==> config.mk <==
export PLATFORM = sky130hd
export DESIGN_NAME = acc_monitor
export DESIGN_NICKNAME = d
export VERILOG_FILES = /design/src/rtl/acc_monitor.sv
export SDC_FILE = /design/constraint.sdc
export NUM_CORES = 1
export LEC_CHECK = 0
export ABC_CLOCK_PERIOD_IN_PS = 4700
export CORE_UTILIZATION = 40
export DETAILED_ROUTE_END_ITERATION = 8
export MAX_ROUTING_LAYER = met4
export PLACE_DENSITY = 0.75
export REMOVE_ABC_BUFFERS = 1
export SLEW_MARGIN = 10
export SYNTH_ARGS = -nofsm -noshare
export SYNTH_HDL_FRONTEND = slang
export SYNTH_SLANG_ARGS = --single-unit
==> constraint.sdc <==
create_clock -name Clock -period 4.7 [get_ports Clock]
set_input_delay 0.705 -clock Clock [delete_from_list [all_inputs] [get_ports Clock]]
set_output_delay 0.705 -clock Clock [all_outputs]
set_load 0.005 [all_outputs]
==> src/rtl/acc_monitor.sv <==
// acc_monitor: periodic accelerometer fetch scheduler with timeout, sample capture and consecutive-hit alarm
module acc_monitor #(
  parameter int PERIOD  = 1000,
  parameter int TIMEOUT = 4096,
  parameter int HITS    = 3
) (
  input  logic        Clock,
  input  logic        Reset,
  input  logic        enable,
  input  logic        clear,
  input  logic [23:0] threshold,
  input  logic        sensor_ready,
  output logic        fetch,
  input  logic        arrived,
  input  logic [23:0] acc,
  output logic [23:0] sample,
  output logic        sample_valid,
  output logic [7:0]  streak,
  output logic        alarm,
  output logic        timeout_err,
  output logic        busy
);
  typedef enum logic [1:0] {IDLE, WAIT, BUSY} state_t;
  localparam logic [20:0] I_LAST = 21'(PERIOD - 1);
  localparam logic [20:0] T_LAST = 21'(TIMEOUT - 1);
  localparam logic [7:0]  HITS_L = 8'(HITS);
  state_t state, state_nx;
  logic [20:0] icnt, tcnt;
  logic [7:0] streak_nx;
  logic go, got, tout;
  assign busy = state == BUSY;
  always_comb begin
    go        = state == WAIT && enable && icnt == I_LAST && sensor_ready;
    got       = state == BUSY && arrived;
    tout      = state == BUSY && !arrived && tcnt == T_LAST;
    streak_nx = acc > threshold ? (streak == 8'hff ? streak : streak + 8'd1) : 8'd0;
    state_nx  = state;
    case (state)
      IDLE:    state_nx = enable ? WAIT : IDLE;
      WAIT:    state_nx = !enable ? IDLE : go ? BUSY : WAIT;
      BUSY:    state_nx = got ? (enable ? WAIT : IDLE) : tout ? IDLE : BUSY;
      default: state_nx = IDLE;
    endcase
  end
  always_ff @(posedge Clock) begin
    if (Reset) begin
      state        <= IDLE;
      icnt         <= '0;
      tcnt         <= '0;
      fetch        <= 1'b0;
      sample       <= '0;
      sample_valid <= 1'b0;
      streak       <= '0;
      alarm        <= 1'b0;
      timeout_err  <= 1'b0;
    end else begin
      state        <= state_nx;
      fetch        <= go;
      sample_valid <= got;
      icnt         <= state == IDLE ? I_LAST : go ? '0 : icnt == I_LAST ? icnt : icnt + 21'd1;
      tcnt         <= go ? '0 : state == BUSY ? tcnt + 21'd1 : tcnt;
      if (got) begin
        sample <= acc;
        streak <= streak_nx;
        if (streak_nx >= HITS_L) alarm <= 1'b1;
      end
      if (tout) begin
        timeout_err <= 1'b1;
        streak      <= '0;
      end
      if (clear) begin
        alarm       <= 1'b0;
        streak      <= '0;
        timeout_err <= 1'b0;
      end
    end
  end
endmodule

==> results list <==
- Summed over all layers, the routed wires come to 10030 µm.
- Via count of the first global-routing pass: about 3600
- VDD sags by at most 0.0002051 V.
- Summed over all instances, the cell type with the most area after synthesis is dfxtp_1.
- The floorplan step set the die width to 103.0 µm.
- 0 antenna diodes ended up in the layout.
- After the first detailed-routing iteration, the DRC count stood at 141.
* Final worst setup slack: just under 2 ns
- In this run the worst hold path is classified as reg2reg.
- The clock passes through at most 2 buffers.
* Dpl cell area: 0.005091 mm²
- Cells on Worst Hold Path: 2
* Ratio of final minimum period to clock period: 58.09%
- The number of cells on the worst reg-to-reg path is 6.
* Gr usage total: 21.00%
* CP Data Required Time: about 5 ns
- Total Negative Setup Slacks: 0 ns
* Slew of the pin with the lowest slew margin: 1.109 ns
* Average instance area after synthesis: 8.087 µm²
- Final number of max-transition violations: 0
- Critical path class: in2reg
* Number of synthesized flops with an enable pin: 0
* Multiplexer fraction of the synthesized cell area: 0.2451%
- Portion of the post-synthesis area used by sequential elements: 39.22%
- Compound-cell area share of the yosys netlist: between 10% and 20%
- Counting flops with an async set or reset pin after synthesis yields a share of 0%.
- Port Buf Inserts: 90
- The number of antenna violations at the first check in global routing was 0.
- Yosys warning total: 0
- Worst-Skew Late Latency: 0.36 ns
- Counting distinct cell types in the post-synthesis netlist gives 45.
- Routed via count divided by cell count: 5.152
- The area growth from synthesis to layout is 30.06%.
- Setup crit start kind: input port
- The tree built by TritonCTS fans out to 80 sinks.
- Tightest hold margin: 0.4543 ns
- The total overflow left after global routing is 0.
* Clock tree from TritonCTS: done
* Root Buffer Master: clkbuf_8
* Hold path start: sample[8]$_SDFFE_PP0P_
* Sink of the worst hold path: sample[8]$_SDFFE_PP0P_
- Die outline height: 103.0 µm
- Result of the run: completed
* Maximum clock skew at final layout: roughly 0.012 ns
* Post-synthesis sequential element count: 80
* Worst reg2reg endpoint: tcnt[3]$_SDFFE_PP0P_
- Basic-gate share of the synthesized area counting and, or, nand and nor cells: 27.24%
* Synth top area share: approximately two fifths
- The number of setup buffers added after CTS is 0.
* Finish-stage setup viols: 0
* Resize count post-CTS: 0
* Antenna violation net count after detailed routing: 0
* # IOs: 91
- Summing the areas of all xor and xnor instances in the mapped netlist gives 8.364% of the synthesized area.
- Full die area: 0.01062 mm²
* First-pass GRT wire length: 16730 µm
- In the post-synthesis netlist, the biggest area contributors are dfxtp_1 39%, ha_1 8.3%, nand2_1 6.9%, xor2_1 6.6%, a21oi_1 6.5%.
- Detailed Place HPWL: 7591 µm
* Leakage component of the power: between 2 and 2.5 nW
- The worst setup path is captured at a register.
- Fraction of layout instances using a drive strength above 1: under 10%
* Std-Cell Core Area: 0.009819 mm²
- Total power density per cell area: roughly 260 mW/mm²
- Setup repair after global routing left no endpoint under its margin.
- Primary FF master, synth: dfxtp_1
- Tracing the worst setup path back leads to its startpoint at threshold[19].
- Setup slack on the worst flop-to-flop path: 2.44 ns
* Maximum number of pins on one net before global-route repair: 35
- Remaining design rule violation count: 0
* Core utilization of the finished layout: 54.09%
- Detailed routing inserted a total of roughly 3800 vias.
- Final non-filler cell area: 0.005311 mm²
- Data arrives at the worst endpoint at 3.02 ns.
* Final nets: ~670
- Hold Vio Cnt, Final: 0
* Origin of the critical flop-to-flop path: icnt[0]$_SDFFE_PP0P_
* Initial DRT Pass Iterations: 4
* Standard-cell rows: 36
- Subtracting the final worst setup slack from the clock period gives 2.730 ns.
- Dividing the detail-routed wire length by the instance count gives 13.76 µm.
- Fraction of the mapped netlist area in adder cells: 8.272%
- For this design, the CTS-stage hold fixing added 0 buffers.
- Clock-pin slew on the worst setup and hold paths: about 0.08 ns
* Relative slew margins: between 20 and 30%
* CTS H-Tree Depth: 3
* Post-synthesis instance area: 0.004084 mm²
- Synthesis handed over a netlist of 505 instances.
- The initial utilization of the core area, before any placement, comes to 41.59%.
- The congestion estimate from routability-driven global placement came to just over 0.9.
* Fmax: 0.3663 GHz
- Across the run, the number of max-cap violations was 0.
- Worst-path fanout max: 10
- Pre-CTS setup slack: between 1.5 and 2 ns
* CTS Buf Count: 9
- Dominant combinational cell family by area after synthesis: simple AND/OR/NAND/NOR gates
final cells by class:
| type | count | area [µm²] |
|---|---|---|
| clock inverter | 7 | 96.34 |
| multi-input combinational | 379 | 2295 |
| timing repair buffer | 93 | 923.4 |
| fill | 935 | 4508 |
| inverter | 28 | 105.1 |
| tap | 133 | 166.4 |
| sequential | 80 | 1602 |
| clock buffer | 9 | 123.9 |
synthesized netlist by cell type, types with 3 or more instances:
cell type and count:
a21oi_1 53, a31oi_1 6, and2_1 5, and3_1 10
buf_2 3, buf_4 3, clkbuf_1 12, dfxtp_1 80
ha_1 27, inv_1 28, nand2_1 75, nand2b_1 5
nand3_1 27, nand3b_1 3, nand4_1 16, nor2_1 57
nor3_1 12, nor4_1 4, o21ai_0 8, xnor2_1 8
xor2_1 31
kinds of logic (layout without fill, tap and decap cells):
logic type / count (synthesis) / after routing
and+or+nand+nor: 229 / 229
AOI/OAI and AO/OA: 83 / 83
DFF: 80 / 80
buffers and inverters: 46 / 137
xor gates and xnor gates: 39 / 39
adders and majority gates: 27 / 27
muxes: 1 / 1
worst max-delay path: stages:
cell and delay (ns):
clkdlybuf4s50_1 0.46, inv_1 0.04, ha_1 0.32, nand4_1 0.24
nor4_4 0.42, o31ai_2 0.15, a22oi_4 0.34, o2111ai_1 0.16
a21oi_1 0.17
sequential cells by signal (all words and copies together), names as in the netlist:
| register | flops |
|---|---|
| streak | 8 |
| timeout_err | 1 |
| icnt | 21 |
| state | 2 |
| alarm | 1 |
| sample_valid | 1 |
| sample | 24 |
| fetch | 1 |
| tcnt | 21 |
through the flow:
| stage | power, mW | instances |
|---|---|---|
| after CTS | 1.396 | 729 |
| after global placement | 0.8309 | 713 |
| final | 1.380 | 729 |
| after detailed placement | 0.8373 | 713 |
| after floorplan | 0.7639 | 487 |
| after global routing | 1.441 | 729 |
where the power goes:
group / internal (mW) / total, mW / leakage, nW / switching, mW
clock network: 0.300 / 0.557 / 0.113 / 0.257
registers: 0.683 / 0.689 / 0.647 / 0.00602
logic: 0.0717 / 0.134 / 1.28 / 0.0622
total: 1.05 / 1.38 / 2.04 / 0.326
routing by layer:
layer | vias to the layer above | global-route usage, % | wire length, µm
li1 | 1898 | - | -
met1 | 1763 | 23.01 | 4264
met2 | 68 | 36.51 | 5111
met3 | 27 | 3.932 | 282
met4 | 0 | 10.29 | 372
met5 | - | - | 0
how the worst max path moves through the flow:
stage               slack (ns)                     end  cells after the start
global route              1.86  streak[5]$_SDFFE_PP0P_                      9
global placement          1.69  streak[5]$_SDFFE_PP0P_                      9
CTS                       1.96  streak[1]$_SDFFE_PP0P_                      9
floorplan                 2.33  streak[1]$_SDFFE_PP0P_                      8
detailed placement        1.59      alarm$_SDFFE_PP0P_                      9
finish                    1.97  streak[5]$_SDFFE_PP0P_                      9
layout by cell type, fill, tap and decap left out, types with 2 or more instances in the layout:
master,instances
bufinv_16,2
a31oi_1,6
nand2_1,75
o21ai_0,8
o211ai_1,2
nand3_1,27
xor2_1,31
ha_1,27
clkinv_4,3
and3_1,10
dfxtp_1,80
buf_4,3
nor2_1,57
xnor2_1,8
a221oi_1,2
nor4_1,4
and2_1,5
nand4_1,16
a21oi_1,53
nor3_1,12
or3_1,2
clkinv_2,2
nor2b_1,2
a21boi_0,2
clkdlybuf4s50_1,90
nand3b_1,3
nand2b_1,5
and4_1,2
or2_2,2
o21ai_2,2
inv_1,28
clkbuf_8,9
Power figures use the tool's default switching activity.
